`src/rtl/mem_responder_if.sv`:
```
// Memory bus between the sequencer (master) and the memory responder (slave),
// including the side-band program-load port.
interface mem_responder_if #(
   parameter int unsigned WORD_W = 8,
   parameter int unsigned ADDR_W = 5
);
   logic              CS;
   logic              R_NW;
   logic [ADDR_W-1:0] addr;
   logic [WORD_W-1:0] wdata;
   logic [WORD_W-1:0] rdata;
   logic              rdata_valid;
   logic              ready;
   logic              collision;
   logic              prog_we;
   logic [ADDR_W-1:0] prog_addr;
   logic [WORD_W-1:0] prog_data;

   modport master (
      output CS, R_NW, addr, wdata, prog_we, prog_addr, prog_data,
      input  rdata, rdata_valid, ready, collision
   );

   modport slave (
      input  CS, R_NW, addr, wdata, prog_we, prog_addr, prog_data,
      output rdata, rdata_valid, ready, collision
   );
endinterface

```
`src/rtl/mem_responder.sv`:
```
// Word-addressed memory answering CS/R_NW strobes, with optional wait states,
// a registered read port and a sticky collision flag.
module mem_responder #(
   parameter int unsigned WORD_W      = 8,
   parameter int unsigned ADDR_W      = 5,
   parameter int unsigned WAIT_STATES = 0
) (
   input logic            clock,
   input logic            reset,
   mem_responder_if.slave bus
);
   localparam int unsigned Depth = 2 ** ADDR_W;

   typedef enum logic [1:0] {StIdle, StWait, StAccess} state_e;

   state_e            state_q, state_d;
   logic [3:0]        cnt_q, cnt_d;
   logic [ADDR_W-1:0] cap_addr_q, cap_addr_d;
   logic              cap_rnw_q, cap_rnw_d;
   logic [WORD_W-1:0] cap_wdata_q, cap_wdata_d;
   logic [WORD_W-1:0] rdata_q;
   logic              rdata_valid_q;
   logic              collision_q, collision_d;

   logic              mem_we;
   logic [ADDR_W-1:0] mem_waddr;
   logic [WORD_W-1:0] mem_wdata;
   logic              rd_en;
   logic [ADDR_W-1:0] rd_addr;

   logic [WORD_W-1:0] mem [Depth];

   always_comb begin
      state_d     = state_q;
      cnt_d       = cnt_q;
      cap_addr_d  = cap_addr_q;
      cap_rnw_d   = cap_rnw_q;
      cap_wdata_d = cap_wdata_q;
      collision_d = collision_q;
      mem_we      = 1'b0;
      mem_waddr   = bus.prog_addr;
      mem_wdata   = bus.prog_data;
      rd_en       = 1'b0;
      rd_addr     = cap_addr_q;

      case (state_q)
         StIdle: begin
            if (bus.CS) begin
               cap_addr_d  = bus.addr;
               cap_rnw_d   = bus.R_NW;
               cap_wdata_d = bus.wdata;
               // CS wins over a simultaneous program write
               if (bus.prog_we) collision_d = 1'b1;
               if (WAIT_STATES == 0) begin
                  if (bus.R_NW) begin
                     rd_en   = 1'b1;
                     rd_addr = bus.addr;
                  end else begin
                     mem_we    = 1'b1;
                     mem_waddr = bus.addr;
                     mem_wdata = bus.wdata;
                  end
               end else begin
                  cnt_d   = 4'(WAIT_STATES - 1);
                  state_d = StWait;
               end
            end else if (bus.prog_we) begin
               mem_we = 1'b1;
            end
         end
         StWait: begin
            if (cnt_q == 4'd0) state_d = StAccess;
            else               cnt_d   = cnt_q - 4'd1;
            if (bus.CS || bus.prog_we) collision_d = 1'b1;
         end
         StAccess: begin
            if (cap_rnw_q) begin
               rd_en = 1'b1;
            end else begin
               mem_we    = 1'b1;
               mem_waddr = cap_addr_q;
               mem_wdata = cap_wdata_q;
            end
            state_d = StIdle;
            if (bus.CS || bus.prog_we) collision_d = 1'b1;
         end
         default: state_d = StIdle;
      endcase
   end

   always_ff @(posedge clock or posedge reset) begin
      if (reset) begin
         state_q       <= StIdle;
         cnt_q         <= 4'd0;
         cap_addr_q    <= '0;
         cap_rnw_q     <= 1'b0;
         cap_wdata_q   <= '0;
         rdata_q       <= '0;
         rdata_valid_q <= 1'b0;
         collision_q   <= 1'b0;
      end else begin
         state_q       <= state_d;
         cnt_q         <= cnt_d;
         cap_addr_q    <= cap_addr_d;
         cap_rnw_q     <= cap_rnw_d;
         cap_wdata_q   <= cap_wdata_d;
         rdata_valid_q <= rd_en;
         collision_q   <= collision_d;
         if (rd_en) rdata_q <= mem[rd_addr];
      end
   end

   // Array is deliberately not reset; a write racing reset is discarded.
   always_ff @(posedge clock) begin
      if (mem_we && !reset) mem[mem_waddr] <= mem_wdata;
   end

   assign bus.rdata       = rdata_q;
   assign bus.rdata_valid = rdata_valid_q;
   assign bus.ready       = (state_q == StIdle);
   assign bus.collision   = collision_q;
endmodule

```
`src/flat_wrapper.sv`:
```
// flat-port wrapper written by rule: the top's interface ports become plain ports
module mem_responder_flat 
#(
   parameter int unsigned WORD_W      = 8,
   parameter int unsigned ADDR_W      = 5,
   parameter int unsigned WAIT_STATES = 0
)
  (clock, reset, bus_CS, bus_R_NW, bus_addr, bus_wdata, bus_prog_we, bus_prog_addr, bus_prog_data, bus_rdata, bus_rdata_valid, bus_ready, bus_collision);
  mem_responder_if #(.WORD_W(WORD_W), .ADDR_W(ADDR_W)) bus_i ();
  input logic clock;
  input logic reset;
  input wire logic [$bits(bus_i.CS)-1:0] bus_CS;
  input wire logic [$bits(bus_i.R_NW)-1:0] bus_R_NW;
  input wire logic [$bits(bus_i.addr)-1:0] bus_addr;
  input wire logic [$bits(bus_i.wdata)-1:0] bus_wdata;
  input wire logic [$bits(bus_i.prog_we)-1:0] bus_prog_we;
  input wire logic [$bits(bus_i.prog_addr)-1:0] bus_prog_addr;
  input wire logic [$bits(bus_i.prog_data)-1:0] bus_prog_data;
  output wire logic [$bits(bus_i.rdata)-1:0] bus_rdata;
  output wire logic [$bits(bus_i.rdata_valid)-1:0] bus_rdata_valid;
  output wire logic [$bits(bus_i.ready)-1:0] bus_ready;
  output wire logic [$bits(bus_i.collision)-1:0] bus_collision;
  assign bus_i.CS = bus_CS;
  assign bus_i.R_NW = bus_R_NW;
  assign bus_i.addr = bus_addr;
  assign bus_i.wdata = bus_wdata;
  assign bus_i.prog_we = bus_prog_we;
  assign bus_i.prog_addr = bus_prog_addr;
  assign bus_i.prog_data = bus_prog_data;
  assign bus_rdata = bus_i.rdata;
  assign bus_rdata_valid = bus_i.rdata_valid;
  assign bus_ready = bus_i.ready;
  assign bus_collision = bus_i.collision;
  mem_responder #(.WORD_W(WORD_W), .ADDR_W(ADDR_W), .WAIT_STATES(WAIT_STATES)) u_core (.clock(clock), .reset(reset), .bus(bus_i));
endmodule
```
`config.mk`:
```
export PLATFORM = sky130hd
export DESIGN_NAME = mem_responder_flat
export DESIGN_NICKNAME = d
export VERILOG_FILES = /design/src/rtl/mem_responder_if.sv /design/src/rtl/mem_responder.sv /design/src/flat_wrapper.sv
export SDC_FILE = /design/constraint.sdc
export NUM_CORES = 1
export LEC_CHECK = 0
export ABC_AREA = 1
export CORE_ASPECT_RATIO = 1.2
export CORE_MARGIN = 4
export CORE_UTILIZATION = 55
export DETAILED_ROUTE_END_ITERATION = 8
export PLACE_DENSITY_LB_ADDON = 0.05
export SYNTH_ARGS = -nofsm -noshare
export SYNTH_HDL_FRONTEND = slang
export SYNTH_SLANG_ARGS = --single-unit
```
`constraint.sdc`:
```
create_clock -name clock -period 1.5 [get_ports clock]
set_input_delay 0.3 -clock clock [delete_from_list [all_inputs] [get_ports clock]]
set_output_delay 0.3 -clock clock [all_outputs]
set_load 0.01 [all_outputs]
```
==> flow_metrics.env, run 1 <==
export IMPL_port_buffers=40
export IMPL_final_util_pct=75.3
export IMPL_cp_data_required_time_ns=1.93
export IMPL_layout_setup_ws_ns=-0.214
export IMPL_fraction_of_final_layout_cells_with_drive_strength_greater_than_1_pct=28.7
export IMPL_wl_per_cell_um=21.8
export IMPL_maxCapViolations=0
export IMPL_synthMostInstantiatedCell="sky130_fd_sc_hd__nand2_1"
export IMPL_io_pins=42
export IMPL_yosys_register_bits=271
export IMPL_final_area_um2=16300
export IMPL_sequential_cell_area_um2=8060
export IMPL_irDropWorstVdd_uv=1030
export IMPL_clock_insertion_delay_worst_skew_ns=0.55
export IMPL_synth_seq_area_share_pct=66.3
export IMPL_grt_setup_unrepaired="yes"
export IMPL_outcome="finished with violations"
export IMPL_stdcell_count=1635
export IMPL_placed_instance_area_um2=13900
export IMPL_synth_edf_count=256
export IMPL_detail_route_iter0_violations=1007
export IMPL_cp_arrival_ns=2.14
export IMPL_synth_top_flop_cell="sky130_fd_sc_hd__edfxtp_1"
export IMPL_row_count=59
export IMPL_clock_sinks=271
export IMPL_multi_input_area_um2=3810
export IMPL_place_worst_setup_slack_ns=-1.28
export IMPL_path_class="reg2reg"
export IMPL_fin_worst_skew_ns=0.0255
export IMPL_final_setup_tns_ns=-5.12
export IMPL_min_path_type="in2reg"
export IMPL_worst_setup_path_start_kind="flop"
export IMPL_yosys_warnings=0
export IMPL_proportion_of_synthesized_flip_flops_having_asynchronous_set_or_reset_pct=5.54
export IMPL_die_w_um=144
export IMPL_period_minus_slack_ns=1.71
export IMPL_powerDensity_nw_per_um2=1170
export IMPL_syn_area_per_cell_um2=10.4
export IMPL_final_antenna_net_count=0
export IMPL_via_per_inst=5.63
export IMPL_clock_root_buffer="sky130_fd_sc_hd__clkbuf_16"
export IMPL_drt_first_pass_iters=5
export IMPL_critical_path_peak_fanout=8
export IMPL_antenna_found_initial=0
export IMPL_grt_pass1_vias=8823
export IMPL_fin_nets=1369
export IMPL_maximum_buffer_depth_of_the_clock_tree=3
export IMPL_path_clk_slew_ns=0.06
export IMPL_yosys_area_top_type="sky130_fd_sc_hd__edfxtp_1"
export IMPL_fillCellCount=1462
export IMPL_route_final_wire_length_mm=35.6
export IMPL_post_synth_most_frequent_cells="sky130_fd_sc_hd__nand2_1, sky130_fd_sc_hd__edfxtp_1, sky130_fd_sc_hd__nand3_1"
export IMPL_globalRouteOverflowTotal=0
export IMPL_initial_core_util_pct=56.0
export IMPL_via_count=9202
export IMPL_yosysUniqueCellTypes=21
export IMPL_cellLeakagePower_nw=6.88
export IMPL_yosys_area_top_type_share_pct=63.2
export IMPL_peak_clock_frequency_supported_by_timing_mhz=583
export IMPL_place_detailed_hpwl_mm=20.6
export IMPL_ctsHtreeMaxLevel=1
export IMPL_drc_errors=0
export IMPL_gpl_final_weighted_congestion=0.871
export IMPL_synth_area_um2=12200
export IMPL_cts_made_buffers=28
export IMPL_die_area_um2=24600
export IMPL_synthesis_nets=1205
export IMPL_post_synth_main_area_contributors="sky130_fd_sc_hd__edfxtp_1, sky130_fd_sc_hd__nand3_1, sky130_fd_sc_hd__nand2_1"
export IMPL_area_growth_pct=34.4
export IMPL_fp_coreArea_um2=21700
export IMPL_final_max_slew_violation_count=0
export IMPL_critPathCaptureType="flop"
export IMPL_finalCritPeriodShare_pct=114
export IMPL_place_detailed_instances=1545
export IMPL_finalSetupViolCount=104
export IMPL_clock_tree_from_tritoncts="done"
export IMPL_grt_first_pass_wirelength_mm=49.3
export IMPL_p_total_mw=19.1
export IMPL_hold_ws_ns=0.109
export IMPL_grt_max_degree=42
export IMPL_synthesis_instances=1174
export IMPL_violations="negative setup slack"
export IMPL_die_h_um=171
export IMPL_hold_viol_final=0
export IMPL_global_route_usage_total_pct=27.1
layout by cell type, fill, tap and decap left out, types with 22 or more instances in the layout:
master,n
sky130_fd_sc_hd__buf_12,36
sky130_fd_sc_hd__buf_4,61
sky130_fd_sc_hd__buf_6,36
sky130_fd_sc_hd__clkbuf_16,36
sky130_fd_sc_hd__clkdlybuf4s50_1,22
sky130_fd_sc_hd__edfxtp_1,256
sky130_fd_sc_hd__inv_1,207
sky130_fd_sc_hd__nand2_1,248
sky130_fd_sc_hd__nand3_1,159
sky130_fd_sc_hd__nand3_2,93
sky130_fd_sc_hd__nand3b_1,32
path summary, 6_finish.rpt:
check / slack, ns / cells after the start / end / startpoint
worst max register to register: -0.21 / 11 / u_core.bus.rdata[2] / u_core.cap_addr_q[0]
min in group asynchronous: 0.54 / 4 / u_core.bus.rdata[3] / reset
worst min-delay path: 0.11 / 3 / u_core.cap_addr_q[1] / bus_CS
worst max-delay path: -0.21 / 11 / u_core.bus.rdata[2] / u_core.cap_addr_q[0]
max in group asynchronous: 0.72 / 4 / u_core.bus.rdata[5] / reset
worst min register to register: 0.45 / 1 / u_core.bus.collision / u_core.bus.collision
sequential cells by signal, indices dropped and copies added, names as in the netlist:
signal and flops:
u_core.bus.rdata_valid 1, u_core.mem 256, u_core.cap_addr_q 5, u_core.bus.rdata 8
u_core.bus.collision 1
worst max-delay path: stages (launching register included):
cell	delay, ns
sky130_fd_sc_hd__dfrtp_1	0.41
sky130_fd_sc_hd__nand2_4	0.12
sky130_fd_sc_hd__nand2_8	0.14
sky130_fd_sc_hd__buf_12	0.18
sky130_fd_sc_hd__buf_12	0.12
sky130_fd_sc_hd__nand2_1	0.07
sky130_fd_sc_hd__nand3_2	0.09
sky130_fd_sc_hd__nand3_2	0.10
sky130_fd_sc_hd__nand3_2	0.09
sky130_fd_sc_hd__nand3_2	0.12
sky130_fd_sc_hd__nand3_2	0.11
sky130_fd_sc_hd__nand2_1	0.05
timing repair:
action	4_1_cts	5_1_grt
buffers inserted	11	11
resized for setup	121	168
cloned	5	12
hold buffers	1	0
hold endpoints to repair	15	0
pin swaps	15	44
setup endpoints to repair	530	272
where the power goes:
group	total (mW)	leakage (nW)	internal, mW	switching [mW]
clock	7.21	0.474	4.33	2.88
combinational	3.36	3.92	1.37	1.99
sequential	8.55	2.48	8.48	0.0758
total	19.1	6.88	14.2	4.95
per-layer routing:
metal / vias to the layer above / part of all wire (%) / GRT usage (%)
met5: - / 0 / 0
met4: 0 / 4.7 / 11.5
met3: 123 / 8.5 / 4.05
met2: 490 / 49 / 46.6
met1: 4398 / 37 / 34.2
li1: 4191 / - / -
area by class of cell:
cell class | instances | share of cell area, %
Clock buffer | 37 | 4.74
Tap cell | 274 | 2.10
Clock inverter | 15 | 1.20
Timing Repair Buffer | 190 | 14.2
Antenna cell | 1 | 0.0153
Multi-Input combinational cell | 627 | 23.3
Sequential cell | 271 | 49.3
Inverter | 220 | 5.13
logic make-up (layout without fill, tap and decap cells):
family                 count (synthesis)  in the layout  share of synthesized area, %
flip-flops                           271            271                          66.3
other                                  1              2                        0.0308
AND/OR/NAND/NOR                      600            601                          22.2
AO/OA/AOI/OAI                         17             17                         0.998
buffers and inverters                277            462                          9.70
multiplexers                           8              8                         0.741
Power figures use the tool's default switching activity.
==> run 2: changes to the inputs <==
--- a/config.mk
+++ b/config.mk
@@ -6,9 +6,10 @@
 export NUM_CORES = 1
 export LEC_CHECK = 0
 export ABC_AREA = 1
+export CAP_MARGIN = 20
 export CORE_ASPECT_RATIO = 1.2
 export CORE_MARGIN = 4
-export CORE_UTILIZATION = 55
+export CORE_UTILIZATION = 65
 export DETAILED_ROUTE_END_ITERATION = 8
 export PLACE_DENSITY_LB_ADDON = 0.05
 export SYNTH_ARGS = -nofsm -noshare
==> constraint.sdc (replaced) <==
create_clock -name clock -period 2.2 [get_ports clock]
set_input_delay 0.44 -clock clock [delete_from_list [all_inputs] [get_ports clock]]
set_output_delay 0.44 -clock clock [all_outputs]
set_load 0.01 [all_outputs]
==> flow_metrics.env, run 2 (same netlist as run 1, synthesis figures left out) <==
export IMPL_clock_sinks=271
export IMPL_layout_cells_most_common_list="sky130_fd_sc_hd__nand2_1, sky130_fd_sc_hd__edfxtp_1, sky130_fd_sc_hd__nand3_1"
export IMPL_critical_path_peak_fanout=15
export IMPL_period_minus_slack_ns=2.14
export IMPL_place_detailed_hpwl_mm=19.3
export IMPL_globalRouteOverflowTotal=0
export IMPL_max_flop_register="u_core.mem"
export IMPL_fin_nets=1324
export IMPL_grt_max_degree=52
export IMPL_finalCritPeriodShare_pct=97.4
export IMPL_p_comb_share_pct=13.9
export IMPL_io_pins=42
export IMPL_maximum_buffer_depth_of_the_clock_tree=3
export IMPL_fp_coreArea_um2=18300
export IMPL_cellLeakagePower_nw=6.14
export IMPL_peak_clock_frequency_supported_by_timing_mhz=467
export IMPL_antenna_found_initial=0
export IMPL_port_buffers=40
export IMPL_via_count=8878
export IMPL_area_growth_pct=19.3
export IMPL_die_area_um2=21000
export IMPL_path_clk_slew_ns=0.07
export IMPL_cell_internal_pwr_mw=8.99
export IMPL_powerDensity_nw_per_um2=822
export IMPL_fillCellCount=1139
export IMPL_die_h_um=158
export IMPL_maxCapViolations=0
export IMPL_largest_reg_flops=256
export IMPL_drt_first_pass_iters=8
export IMPL_global_route_usage_total_pct=29.9
export IMPL_outcome="finished clean"
export IMPL_wl_per_cell_um=19.9
export IMPL_clock_power_share_pct=37.2
export IMPL_final_antenna_net_count=0
export IMPL_cp_data_required_time_ns=2.67
export IMPL_critPathCaptureType="flop"
export IMPL_share_of_total_power_consumed_by_net_switching_pct=24.6
export IMPL_p_sw_mw=2.94
export IMPL_fraction_of_final_layout_cells_with_drive_strength_greater_than_1_pct=12.6
export IMPL_cts_hold_repair_buffers=0
export IMPL_clock_root_buffer="sky130_fd_sc_hd__clkbuf_16"
export IMPL_n_antenna_cell=0
export IMPL_finalSetupViolCount=0
export IMPL_cts_made_buffers=26
export IMPL_row_count=54
export IMPL_seqPwrFrac_pct=48.9
export IMPL_gpl_final_weighted_congestion=0.931
export IMPL_clock_tree_from_tritoncts="done"
export IMPL_grt_first_pass_wirelength_mm=47.6
export IMPL_initial_core_util_pct=66.4
export IMPL_die_w_um=133
export IMPL_fin_worst_skew_ns=0.0117
export IMPL_hold_viol_final=0
export IMPL_drc_errors=0
export IMPL_worst_setup_path_start_kind="input port"
export IMPL_clock_insertion_delay_worst_skew_ns=0.53
export IMPL_grt_setup_unrepaired="no"
export IMPL_path_class="in2reg"
export IMPL_mostFrequentLayoutCell="sky130_fd_sc_hd__nand2_1"
export IMPL_detail_route_iter0_violations=1022
export IMPL_cp_arrival_ns=2.61
export IMPL_via_per_inst=5.67
export IMPL_route_final_wire_length_mm=31.1
export IMPL_final_max_slew_violation_count=0
export IMPL_min_path_type="in2async"
export IMPL_hold_ws_ns=0.285
export IMPL_irDropWorstVdd_uv=721
export IMPL_ctsHtreeMaxLevel=1
export IMPL_final_util_pct=79.2
export IMPL_grt_pass1_vias=8651
run 2: cell count changes in the layout (fill, tap and decap cells not counted), sizes merged, moves of 3 or more:
cell	before	now
dlygate4sd2	3	0
buf	147	107
clkbuf	47	33
clkdlybuf4s50	22	39
clkdlybuf4s15	4	0
run 2: power groups by stage:
stage	sequential, mW	clock [mW]	combinational (mW)
2_1_floorplan	5.93	0	0.867
3_3_place_gp	5.93	0	1.57
3_5_place_dp	5.94	0	1.59
4_1_cts	5.83	4.45	1.61
5_1_grt	5.84	4.70	1.78
6_report	5.83	4.44	1.66
run 2: stage by stage:
step | power, mW | setup slack [ns] | cell area, um2 | std cells | TNS (ns)
CTS | 11.9 | 0.0531 | 14400 | 1563 | 0
global placement | 7.50 | -0.473 | 13600 | 1515 | -155.93
finish | 11.9 | 0.0576 | 14500 | 1565 | 0
global route | 12.3 | 0.00488 | 14500 | 1565 | 0
floorplan | 6.80 | -0.0486 | 12200 | 1174 | -9.71
detailed placement | 7.53 | -0.515 | 13600 | 1515 | -175.35
run 2: final cells by class:
class                   instances  area, um2  share of cell area, %
inverters                     220        826                   5.69
well taps                     252        315                   2.17
clock inverters                16        149                   1.03
clock buffers                  32        694                   4.79
repair buffers                148       1510                   10.4
flip-flops and latches        271       8060                   55.6
multi-input cells             626       2950                   20.3
run 2: worst paths after layout:
kind / cells after the start / start / slack [ns] / endpoint
max reg2reg: 11 / u_core.cap_addr_q[0] / 0.33 / u_core.bus.rdata[4]
min: 3 / reset / 0.28 / u_core.cap_addr_q[2]
min in group clock: 1 / u_core.bus.collision / 0.46 / u_core.bus.collision
min reg2reg: 1 / u_core.bus.collision / 0.46 / u_core.bus.collision
max: 13 / bus_CS / 0.06 / u_core.bus.rdata[5]
max in group asynchronous: 3 / reset / 1.69 / u_core.bus.rdata[4]
run 2: worst max-delay path, cell delays in order:
cell	delay [ns]
sky130_fd_sc_hd__clkdlybuf4s50_1	0.51
sky130_fd_sc_hd__buf_6	0.16
sky130_fd_sc_hd__nand2_8	0.09
sky130_fd_sc_hd__buf_4	0.16
sky130_fd_sc_hd__o21ai_4	0.25
sky130_fd_sc_hd__buf_12	0.15
sky130_fd_sc_hd__clkbuf_16	0.17
sky130_fd_sc_hd__nand3_1	0.09
sky130_fd_sc_hd__nand3_1	0.10
sky130_fd_sc_hd__nand3_1	0.11
sky130_fd_sc_hd__nand3_1	0.14
sky130_fd_sc_hd__nand3_1	0.14
sky130_fd_sc_hd__nand2_1	0.09
run 2: layer usage:
metal | vias to the layer above | GRT usage, % | part of all wire [%]
met3 | 118 | 4.16 | 8.3
met1 | 4135 | 38.1 | 37
met4 | 0 | 13.7 | 5.0
li1 | 4089 | - | -
met2 | 536 | 51.5 | 50
met5 | - | 0 | 0
run 2: timing repair:
action                                  CTS  global route
gates cloned                              0             1
pin swaps                                 0             1
setup buffers                             0             1
endpoints found under the setup margin    8           139
gates resized for setup                   1            11
